--- src/rtl/lfsr7_pkg.sv ---
// Shared types, constants and the step function for the 7-bit LFSR run controller.
// Polynomial x^7+x^6+1 (taps at bits 7 and 6, bit 1 is the shift-in end).
package lfsr7_pkg;

    localparam int LFSR_W = 7;
    localparam int TAP_HI = 7;
    localparam int TAP_LO = 6;
    localparam logic [LFSR_W:1] SAFE_SEED_DEF = 7'h01;

    typedef enum logic [1:0] {
        IDLE = 2'd0,
        RUN  = 2'd1,
        DONE = 2'd2
    } state_t;

    function automatic logic [LFSR_W:1] lfsr7_next(input logic [LFSR_W:1] q);
        return {q[LFSR_W-1:1], q[TAP_HI] ^ q[TAP_LO]};
    endfunction

endpackage

--- src/rtl/lfsr7_run_ctrl_if.sv ---
// Sample stream between the LFSR run controller (master) and its consumer (slave).
interface lfsr7_run_ctrl_if;
    import lfsr7_pkg::*;

    logic [LFSR_W:1] out_data;
    logic            out_valid;
    logic            out_ready;

    modport master (output out_data, output out_valid, input out_ready);
    modport slave  (input out_data, input out_valid, output out_ready);

endinterface

--- src/rtl/lfsr7_core.sv ---
// 7-bit Fibonacci shift register; load wins over step, reset value is the safe seed.
module lfsr7_core
    import lfsr7_pkg::*;
#(
    parameter logic [LFSR_W:1] SAFE_SEED = SAFE_SEED_DEF
) (
    input  logic            clk,
    input  logic            rst,
    input  logic            load,
    input  logic [LFSR_W:1] load_val,
    input  logic            step,
    output logic [LFSR_W:1] q
);

    logic [LFSR_W:1] lfsr_d;
    logic [LFSR_W:1] lfsr_q;

    always_comb begin
        lfsr_d = lfsr_q;
        if (load) begin
            lfsr_d = load_val;
        end else if (step) begin
            lfsr_d = lfsr7_next(lfsr_q);
        end
    end

    always_ff @(posedge clk) begin
        if (rst) begin
            lfsr_q <= SAFE_SEED;
        end else begin
            lfsr_q <= lfsr_d;
        end
    end

    assign q = lfsr_q;

endmodule

--- src/rtl/lfsr7_run_ctrl.sv ---
// Run controller: loads a seed, emits a programmed number of LFSR samples over a
// valid/ready stream, then pulses done. Define LFSR7_PERIOD_CHECK_EN for period detection.
module lfsr7_run_ctrl
    import lfsr7_pkg::*;
#(
    parameter int              CNT_W     = 8,
    parameter logic [LFSR_W:1] SAFE_SEED = SAFE_SEED_DEF
) (
    input  logic             clk,
    input  logic             rst,
    input  logic             start,
    input  logic             abort,
    input  logic [LFSR_W:1]  seed,
    input  logic [CNT_W-1:0] count,
    lfsr7_run_ctrl_if.master strm,
    output logic             busy,
    output logic             done,
    output logic             seed_err,
    output logic             period_hit,
    output logic [LFSR_W:1]  period_len
);

    state_t           state_d, state_q;
    logic [CNT_W-1:0] remaining_d, remaining_q;
    logic             seed_err_d, seed_err_q;
    logic             load;
    logic [LFSR_W:1]  load_val;
    logic             hs;
    logic [LFSR_W:1]  lfsr;

    assign load_val = (seed == '0) ? SAFE_SEED : seed;
    // Abort outranks the consumer: no step or decrement in an abort cycle.
    assign hs = (state_q == RUN) && strm.out_ready && !abort;

    always_comb begin
        state_d     = state_q;
        remaining_d = remaining_q;
        seed_err_d  = seed_err_q;
        load        = 1'b0;
        case (state_q)
            IDLE: begin
                if (start && !abort) begin
                    load        = 1'b1;
                    remaining_d = count;
                    seed_err_d  = (seed == '0);
                    state_d     = (count == '0) ? DONE : RUN;
                end
            end
            RUN: begin
                if (abort) begin
                    state_d = IDLE;
                end else if (hs) begin
                    remaining_d = remaining_q - 1'b1;
                    if (remaining_q == CNT_W'(1)) begin
                        state_d = DONE;
                    end
                end
            end
            DONE:    state_d = IDLE;
            default: state_d = IDLE;
        endcase
    end

    always_ff @(posedge clk) begin
        if (rst) begin
            state_q     <= IDLE;
            remaining_q <= '0;
            seed_err_q  <= 1'b0;
        end else begin
            state_q     <= state_d;
            remaining_q <= remaining_d;
            seed_err_q  <= seed_err_d;
        end
    end

    lfsr7_core #(
        .SAFE_SEED (SAFE_SEED)
    ) u_core (
        .clk      (clk),
        .rst      (rst),
        .load     (load),
        .load_val (load_val),
        .step     (hs),
        .q        (lfsr)
    );

    assign strm.out_data  = lfsr;
    assign strm.out_valid = (state_q == RUN);
    assign busy           = (state_q == RUN);
    assign done           = (state_q == DONE);
    assign seed_err       = seed_err_q;

`ifdef LFSR7_PERIOD_CHECK_EN
    logic [LFSR_W:1] base_d, base_q;
    logic [LFSR_W:1] step_cnt_d, step_cnt_q;
    logic [LFSR_W:1] period_len_d, period_len_q;
    logic            period_hit_d, period_hit_q;

    // The hit is registered so it lines up with the cycle the returning state is shown.
    always_comb begin
        base_d       = base_q;
        step_cnt_d   = step_cnt_q;
        period_len_d = period_len_q;
        period_hit_d = 1'b0;
        if (load) begin
            base_d     = load_val;
            step_cnt_d = '0;
        end else if (hs) begin
            if (lfsr7_next(lfsr) == base_q) begin
                period_hit_d = 1'b1;
                period_len_d = step_cnt_q + 1'b1;
                step_cnt_d   = '0;
            end else begin
                step_cnt_d = step_cnt_q + 1'b1;
            end
        end
    end

    always_ff @(posedge clk) begin
        if (rst) begin
            base_q       <= SAFE_SEED;
            step_cnt_q   <= '0;
            period_len_q <= '0;
            period_hit_q <= 1'b0;
        end else begin
            base_q       <= base_d;
            step_cnt_q   <= step_cnt_d;
            period_len_q <= period_len_d;
            period_hit_q <= period_hit_d;
        end
    end

    assign period_hit = period_hit_q;
    assign period_len = period_len_q;
`else
    assign period_hit = 1'b0;
    assign period_len = '0;
`endif

endmodule

--- src/flat_wrapper.sv ---
// flat-port wrapper written by rule: the top's interface ports become plain ports
module lfsr7_run_ctrl_flat import lfsr7_pkg::*;
#(
    parameter int              CNT_W     = 8,
    parameter logic [LFSR_W:1] SAFE_SEED = SAFE_SEED_DEF
)
  (clk, rst, start, abort, seed, count, busy, done, seed_err, period_hit, period_len, strm_out_data, strm_out_valid, strm_out_ready);
  lfsr7_run_ctrl_if strm_i ();
  input  logic clk;
  input  logic rst;
  input  logic start;
  input  logic abort;
  input  logic [LFSR_W:1] seed;
  input  logic [CNT_W-1:0] count;
  output logic busy;
  output logic done;
  output logic seed_err;
  output logic period_hit;
  output logic [LFSR_W:1] period_len;
  output wire logic [$bits(strm_i.out_data)-1:0] strm_out_data;
  output wire logic [$bits(strm_i.out_valid)-1:0] strm_out_valid;
  input wire logic [$bits(strm_i.out_ready)-1:0] strm_out_ready;
  assign strm_out_data = strm_i.out_data;
  assign strm_out_valid = strm_i.out_valid;
  assign strm_i.out_ready = strm_out_ready;
  lfsr7_run_ctrl #(.CNT_W(CNT_W), .SAFE_SEED(SAFE_SEED)) u_core (.clk(clk), .rst(rst), .start(start), .abort(abort), .seed(seed), .count(count), .strm(strm_i), .busy(busy), .done(done), .seed_err(seed_err), .period_hit(period_hit), .period_len(period_len));
endmodule
--- config.mk ---
export PLATFORM = sky130hd
export DESIGN_NAME = lfsr7_run_ctrl_flat
export DESIGN_NICKNAME = d
export VERILOG_FILES = /design/src/rtl/lfsr7_pkg.sv /design/src/rtl/lfsr7_run_ctrl_if.sv /design/src/rtl/lfsr7_core.sv /design/src/rtl/lfsr7_run_ctrl.sv /design/src/flat_wrapper.sv
export SDC_FILE = /design/constraint.sdc
export NUM_CORES = 1
export LEC_CHECK = 0
export CAP_MARGIN = 20
export CORE_ASPECT_RATIO = 1.25
export CORE_MARGIN = 2
export CORE_UTILIZATION = 45
export CTS_BUF_LIST = sky130_fd_sc_hd__clkbuf_8
export DETAILED_ROUTE_END_ITERATION = 12
export GPL_TIMING_DRIVEN = 0
export HOLD_SLACK_MARGIN = 0.06
export PLACE_DENSITY_LB_ADDON = 0.15
export SLEW_MARGIN = 0
export SYNTH_ARGS = -nofsm -noshare
export SYNTH_HDL_FRONTEND = slang
export SYNTH_SLANG_ARGS = --single-unit
--- constraint.sdc ---
create_clock -name clk -period 2 [get_ports clk]
set_input_delay 0.4 -clock clk [delete_from_list [all_inputs] [get_ports clk]]
set_output_delay 0.4 -clock clk [all_outputs]
set_load 0.02 [all_outputs]
==> flow_summary.ini, run 1 <==
[run_status]
status = finished clean

[setup_path]
endpoint_kind = output port
cpMaxStageDelayCell = dfxtp_1
critPathTopFamily = buffers and inverters
arrival_ns = 1.46
cp_slowest_stage_delay_ns = 0.36
worst-path-buf-inv = 3
start_kind = flip-flop
worstPathCellList = nand2b_1 > inv_2 > buf_4 > dlygate4sd2_1
cp.required_ns = 1.60
path_class = reg2out
worst-path-max-fanout = 12

[placement]
hpwl_um = 2210
port_buffers = 30
gp_congestion = 0.871
placed_cell_area_um2 = 1490

[sta]
finalCriticalPeriod_ns = 1.86
slew_violations = 0
post-route-period-util_pct = 93.1
finalClockSkew_ns = 0.00249
hold_viol_final = 0
setup_viol = 0
worst_pin_slew_ns = 0.683
max-slew-margin-rel_pct = 54.4
max_freq_mhz = 537
rsz0062_at_grt = false

[floorplan]
initial_core_util_pct = 46.9
fp.coreArea_um2 = 2400
io-pin-count = 39
die_area_um2 = 2920
fp.dieW_um = 48.7
rows = 20
die_h_um = 59.9

[drt]
drc = 0
dr.pass1.iters = 4
wire_per_inst_um = 13.9
ant_nets = 0
vias_per_cell = 5.46
route.vias.total = 1142
wl_um = 2910
dr.first_iter.drc_count = 25

[power_and_ir_drop]
p_leak_uw = 0.000567
pwr-share-comb_pct = 27.4
power_uw = 974
p_seq_share_pct = 42.0
p_per_area_nw_per_um2 = 631
p_sw_uw = 286
p_sw_share_pct = 29.3
p_clk_share_pct = 30.6
intPower_uw = 688
ir_drop_v = 0.000507

[cells_and_area]
drive_above_1_share_pct = 14.8
layout_common_cells = clkdlybuf4s50_1, dfxtp_1, nand2_1, nor2_1, a21oi_1
areaGrowthSynthToFinish_pct = 37.0
layout.nets = 199
final_area_um2 = 1540
final_common_cell = clkdlybuf4s50_1
antenna_cells = 0

[yosys]
ys_seq_area_share_pct = 32.0
ys_seq_elements = 18
synth.top_cell.area_share_pct = 32.0
synthTopCellsByArea = dfxtp_1, buf_4, a21oi_1
syn_avg_cell_area_um2 = 8.28
synth_cell_type_count = 45
synth_area_leader_cell = dfxtp_1
synth_edf_count = 0
synth_area_um2 = 1130
async_reset_ff_share_pct = 0
syn_inst = 136
yosys_warnings = 0
yosys_most_used_dff = dfxtp_1

[clock_tree]
insertion_delay_ns = 0.25
cts_setup_buffers = 0
cts_tree = yes
numCtsBuffers = 3
clk_pin_slew_ns = 0.07
cts_root_buffer = clkbuf_8
cts_hold_buf = 0
clockBufferDepth = 2
htreeDepth = 1
cts_num_sinks = 18

[global_route]
grt_pass1_vias = 1096
gr-total-overflow = 0
grt_first_pass_wirelength_um = 4800
antenna_found_initial = 0
grt_max_degree = 12
grt_use_total_pct = 21.3

[flow_run]
maxCapViolCount = 0

[worst_hold_path]
hold_path_class = reg2reg
==> per-layer routing <==
metal / vias up / global-route usage, % / share of wire (%)
met3: 9 / 4.00 / 4.7
li1: 563 / - / -
met4: 0 / 11.4 / 1.9
met2: 38 / 39.5 / 52
met1: 532 / 23.1 / 42
met5: - / 0 / 0
==> layout make-up <==
cell class | count | area, um^2
sequential | 18 | 362
inverter | 5 | 18.8
clock buffer | 4 | 55.1
buffer | 14 | 103
tap | 33 | 41.3
fill | 226 | 860
timing repair buffer | 30 | 298
multi-input combinational | 105 | 666
==> sequential cells by signal (all words and copies together), names as in the netlist <==
signal / flops
u_core.remaining_q: 8
u_core.seed_err: 1
u_core.state_q: 2
u_core.u_core.q: 7
==> cells by family (layout without fill, tap and decap cells) <==
family,Yosys count,after routing,share of synthesized area (%)
simple gates,53,53,26.8
compound gates,38,38,23.6
buf+inv,20,53,11.2
flops,18,18,32.0
mux,3,3,3.11
fa+ha+maj,2,2,2.22
other cells,1,8,0.333
xor+xnor,1,1,0.778
==> per-stage QoR <==
stage / TNS, ns / util, % / worst slack, ns / cells / hold slack, ns
after floorplan: 0 / - / 0.460 / 143 / 0.455
final: 0 / 64.2 / 0.139 / 209 / 0.459
after detailed placement: -0.0337 / 62.2 / -0.0136 / 206 / 0.450
after CTS: 0 / 64.4 / 0.0325 / 210 / 0.460
after global routing: 0 / 64.2 / 0.0289 / 209 / 0.495
after global placement: 0 / 62.2 / 0.00523 / 206 / 0.447
==> worst paths after layout <==
kind	startpoint	to	slack (ns)	depth (start not counted)
worst max-delay path	u_core.state_q[1]	strm_out_valid	0.14	4
worst min-delay path	u_core.seed_err	u_core.seed_err	0.46	2
worst max register to register	u_core.remaining_q[0]	u_core.remaining_q[4]	0.40	6
worst min register to register	u_core.seed_err	u_core.seed_err	0.46	2
==> Yosys cell counts, drive strengths merged (2+ instances only) <==
master   count
dfxtp       18
nand2       14
buf         13
a21oi       11
nor2        11
o21ai        9
inv          5
a311oi       4
nor4         4
a211oi       3
and2         3
nand3        3
nor3b        3
a2111oi      2
a221oi       2
clkbuf       2
ha           2
mux2i        2
nand2b       2
nand3b       2
nor2b        2
nor3         2
nor4b        2
or4          2
==> power by group through the flow <==
stage | Sequential [uW] | Clock, uW | Combinational, uW
after detailed placement | 416 | 0 | 267
after CTS | 408 | 306 | 267
after floorplan | 425 | 0 | 151
final | 409 | 298 | 267
after global placement | 414 | 0 | 263
after global routing | 413 | 323 | 288
==> worst register-to-register path, stage by stage (launching register included) <==
cell and delay (ns):
dfxtp_1 0.35, inv_1 0.11, ha_1 0.21, nor3b_1 0.41, nor3b_1 0.24, o21ai_1 0.08
a21oi_1 0.14
==> timing repair <==
item,in CTS,in global routing
setup endpoints to repair,2,1
resized for setup,3,0
cloned,0,0
Note: power is estimated with default switching activity, not from simulation.
==> run 2, diff against run 1 <==
ABC_CLOCK_PERIOD_IN_PS = 2000   (was not set)
CORE_MARGIN = 3   (was 2)
==> flow_summary.ini, run 2 (same netlist as run 1, synthesis figures left out) <==
[run_status]
status = finished clean

[worst_hold_path]
hold_path_class = reg2reg
min-delay-start = u_core.seed_err

[drt]
wl_um = 2960
vias_per_cell = 5.49
dr.first_iter.drc_count = 27
dr.pass1.iters = 4
wire_per_inst_um = 14.4
drc = 0
route.vias.total = 1131
ant_nets = 0

[setup_path]
cpMaxStageDelayCell = dfxtp_1
path_class = reg2out
worstSetupStartpoint = u_core.state_q[1]
start_kind = flip-flop
cp.required_ns = 1.60
crit-reg2reg-launch = u_core.remaining_q[0]
arrival_ns = 1.47
cp_slowest_stage_delay_ns = 0.36
worstPathCellList = nand2b_1 > inv_2 > buf_4 > dlygate4sd2_1
endpoint_kind = output port
worst-path-max-fanout = 12

[clock_tree]
cts_hold_buf = 0
cts_num_sinks = 18
cts_setup_buffers = 0
insertion_delay_ns = 0.26
clockBufferDepth = 2
cts_tree = yes
clk_pin_slew_ns = 0.07
htreeDepth = 1
numCtsBuffers = 3
cts_root_buffer = clkbuf_8

[sta]
post-route-period-util_pct = 93.5
rsz0062_at_grt = false
timing.hold.ws_ns = 0.457
finalCriticalPeriod_ns = 1.87
max-slew-margin-rel_pct = 57.2
finalClockSkew_ns = 0.00225
setup_viol = 0
slew_violations = 0
finalSetupTns_ns = 0
hold_viol_final = 0
worst_pin_slew_ns = 0.640
max_freq_mhz = 535

[floorplan]
initial_core_util_pct = 49.3
die_h_um = 61.9
rows = 19
io-pin-count = 39
fp.coreArea_um2 = 2280
die_area_um2 = 3140
fp.dieW_um = 50.7

[cells_and_area]
layout.nets = 199
antenna_cells = 0
final_cells = 206
final_area_um2 = 1530
final_common_cell = clkdlybuf4s50_1
largest_reg_flops = 8
layout_common_cells = clkdlybuf4s50_1, dfxtp_1, nand2_1, nor2_1, a21oi_1
fill_cells = 209
fin_util_pct = 66.9
largest_register = u_core.remaining_q
areaGrowthSynthToFinish_pct = 35.6
drive_above_1_share_pct = 14.3

[placement]
gp_congestion = 0.913
placed_cell_area_um2 = 1490
port_buffers = 30
dp_cells = 204
hpwl_um = 2200

[global_route]
grt_first_pass_wirelength_um = 4780
grt_max_degree = 12
grt_pass1_vias = 1093
antenna_found_initial = 0
grt_use_total_pct = 20.2
gr-total-overflow = 0

[power_and_ir_drop]
p_leak_uw = 0.000560
p_per_area_nw_per_um2 = 613
ir_drop_v = 0.000560

[flow_run]
maxCapViolCount = 0
==> run 2: path summary, 6_finish.rpt <==
| kind | to | slack [ns] | cells past startpoint |
|---|---|---|---|
| hold reg to reg | u_core.seed_err | 0.46 | 2 |
| hold / removal | u_core.seed_err | 0.46 | 2 |
| setup reg to reg | u_core.remaining_q[4] | 0.38 | 6 |
| setup / recovery | strm_out_valid | 0.13 | 4 |
==> run 2: power by group <==
group	total [uW]	internal (uW)	switching, uW
combinational	266	129	137
sequential	408	383	24.7
clock	262	134	127
total	936	647	289
==> run 2: repair_timing <==
item	4_1_cts	5_1_grt
gates resized for setup	3	0
setup endpoints to repair	2	1
endpoints found under the hold margin	0	0
==> run 2: routing by layer <==
| metal | wire, um | global-route usage [%] |
|---|---|---|
| met1 | 1270 | 24.3 |
| met2 | 1430 | 35.3 |
| met3 | 191 | 3.58 |
| met4 | 61 | 9.62 |
| met5 | 0 | 0 |
==> run 2: through the flow <==
stage                     setup WS (ns)  total power [uW]
after floorplan                   0.460               576
after global placement          -0.0138               676
after detailed placement        -0.0525               681
after CTS                        0.0164               937
after global routing             0.0395               977
final                             0.130               936
==> run 2: final cells by class <==
class                   count  area [um^2]  share of cell area, %
inverters                   5         18.8                   1.23
well taps                  31         38.8                   2.54
clock buffers               3         41.3                   2.70
multi-input cells         105          666                   43.6
flip-flops and latches     18          362                   23.7
plain buffers              14          103                   6.72
repair buffers             30          298                   19.5
==> run 2: critical path, delay by kind of cell, from the launching register on <==
kind / cells / cell delay, ns
AND/OR/NAND/NOR: 1 / 0.22
buffers and inverters: 3 / 0.63
flip-flops: 1 / 0.36
==> run 3, diff against run 2 <==
SKIP_CTS_REPAIR_TIMING = 1   (was not set)
==> flow_summary.ini, run 3 (same netlist as run 1, synthesis figures left out) <==
[flow_run]
maxCapViolCount = 0

[drt]
drc = 0
dr.first_iter.drc_count = 25
wire_per_inst_um = 14.3
route.vias.total = 1139
dr.pass1.iters = 4
wl_um = 2950
ant_nets = 0
vias_per_cell = 5.50

[placement]
hpwl_um = 2200
port_buffers = 30
post-place-ws_ns = -0.0525
dp_cells = 204
gp_congestion = 0.913

[cells_and_area]
layout_common_cells = clkdlybuf4s50_1, dfxtp_1, nand2_1, nor2_1, a21oi_1
largest_reg_flops = 8
drive_above_1_share_pct = 14.8
areaGrowthSynthToFinish_pct = 36.7
largest_register = u_core.remaining_q
final_cells = 207
fill_cells = 206
fin_util_pct = 67.4
layout.nets = 200
antenna_cells = 0
final_common_cell = clkdlybuf4s50_1

[floorplan]
initial_core_util_pct = 49.3
fp.dieW_um = 50.7
die_area_um2 = 3140
fp.coreArea_um2 = 2280
io-pin-count = 39
rows = 19
die_h_um = 61.9

[setup_path]
critPathTopFamily = buffers and inverters
worstPathCellList = nand2b_1 > inv_2 > buf_2 > buf_4 > dlymetal6s2s_1
cpMaxStageDelayCell = dfxtp_1
cp_slowest_stage_delay_ns = 0.36
crit-reg2reg-launch = u_core.remaining_q[0]
arrival_ns = 1.47
worstSetupStartpoint = u_core.state_q[1]
cp.required_ns = 1.60
worst-path-buf-inv = 4
worst-path-max-fanout = 11
start_kind = flip-flop
endpoint_kind = output port
path_class = reg2out

[clock_tree]
cts_num_sinks = 18
clockBufferDepth = 2
numCtsBuffers = 3
cts_tree = yes
insertion_delay_ns = 0.26
htreeDepth = 1
clk_pin_slew_ns = 0.07
cts_root_buffer = clkbuf_8

[global_route]
gr-total-overflow = 0
antenna_found_initial = 0
grt_max_degree = 12
grt_use_total_pct = 20.2
grt_first_pass_wirelength_um = 4780
grt_pass1_vias = 1093

[power_and_ir_drop]
ir_drop_v = 0.000557
p_per_area_nw_per_um2 = 610
p_leak_uw = 0.000590

[sta]
rsz0062_at_grt = false
fin_ws_ns = 0.135
hold_viol_final = 0
finalSetupTns_ns = 0
max-slew-margin-rel_pct = 57.5
post-route-period-util_pct = 93.3
max_freq_mhz = 536
finalCriticalPeriod_ns = 1.87
finalClockSkew_ns = 0.00207
setup_viol = 0
worst_pin_slew_ns = 0.636
slew_violations = 0

[run_status]
status = finished clean

[worst_hold_path]
min-delay-start = u_core.seed_err
hold_path_class = reg2reg
[run 3: cell count changes in the layout (fill, tap and decap cells not counted), sizes merged]
cell,delta
buf,+1
dlygate4sd2,-2
dlymetal6s2s,+2
[run 3: tightest hold or removal path: stages, from the launching register on]
cell and delay (ns):
dfxtp_1 0.31, nand2_1 0.05, a21oi_1 0.05
[run 3: path summary, 6_finish.rpt]
path / to / slack [ns] / depth (start not counted)
min reg2reg: u_core.seed_err / 0.46 / 2
max reg2reg: u_core.remaining_q[4] / 0.40 / 6
max: strm_out_valid / 0.13 / 5
min: u_core.seed_err / 0.46 / 2
[run 3: area by class of cell]
type                            instances  area [um^2]  share of cell area (%)
Clock buffer                            3         41.3                    2.68
Inverter                                5         18.8                    1.22
Multi-Input combinational cell        105          666                    43.3
Sequential cell                        18          362                    23.5
Timing Repair Buffer                   30          305                    19.8
Tap cell                               31         38.8                    2.52
Buffer                                 15          108                    6.99
[run 3: per-layer routing]
| layer | vias up | GRT usage (%) | part of all wire [%] |
|---|---|---|---|
| met2 | 44 | 35.3 | 49 |
| met3 | 7 | 3.58 | 6.9 |
| met5 | - | 0 | 0 |
| met4 | 0 | 9.62 | 2.1 |
| li1 | 566 | - | - |
| met1 | 522 | 24.3 | 42 |
[run 3: power by group]
part	switching, uW	internal (uW)	total [uW]
clock network	128	134	263
logic	137	131	268
registers	24.4	383	408
total	290	649	938
[run 3: metrics by stage]
stage	total power [uW]	area (um^2)	hold slack, ns
after global routing	979	1540	0.481
after detailed placement	681	1490	0.454
final	938	1540	0.457
after floorplan	576	1150	0.455
after CTS	939	1530	0.463
after global placement	676	1490	0.446
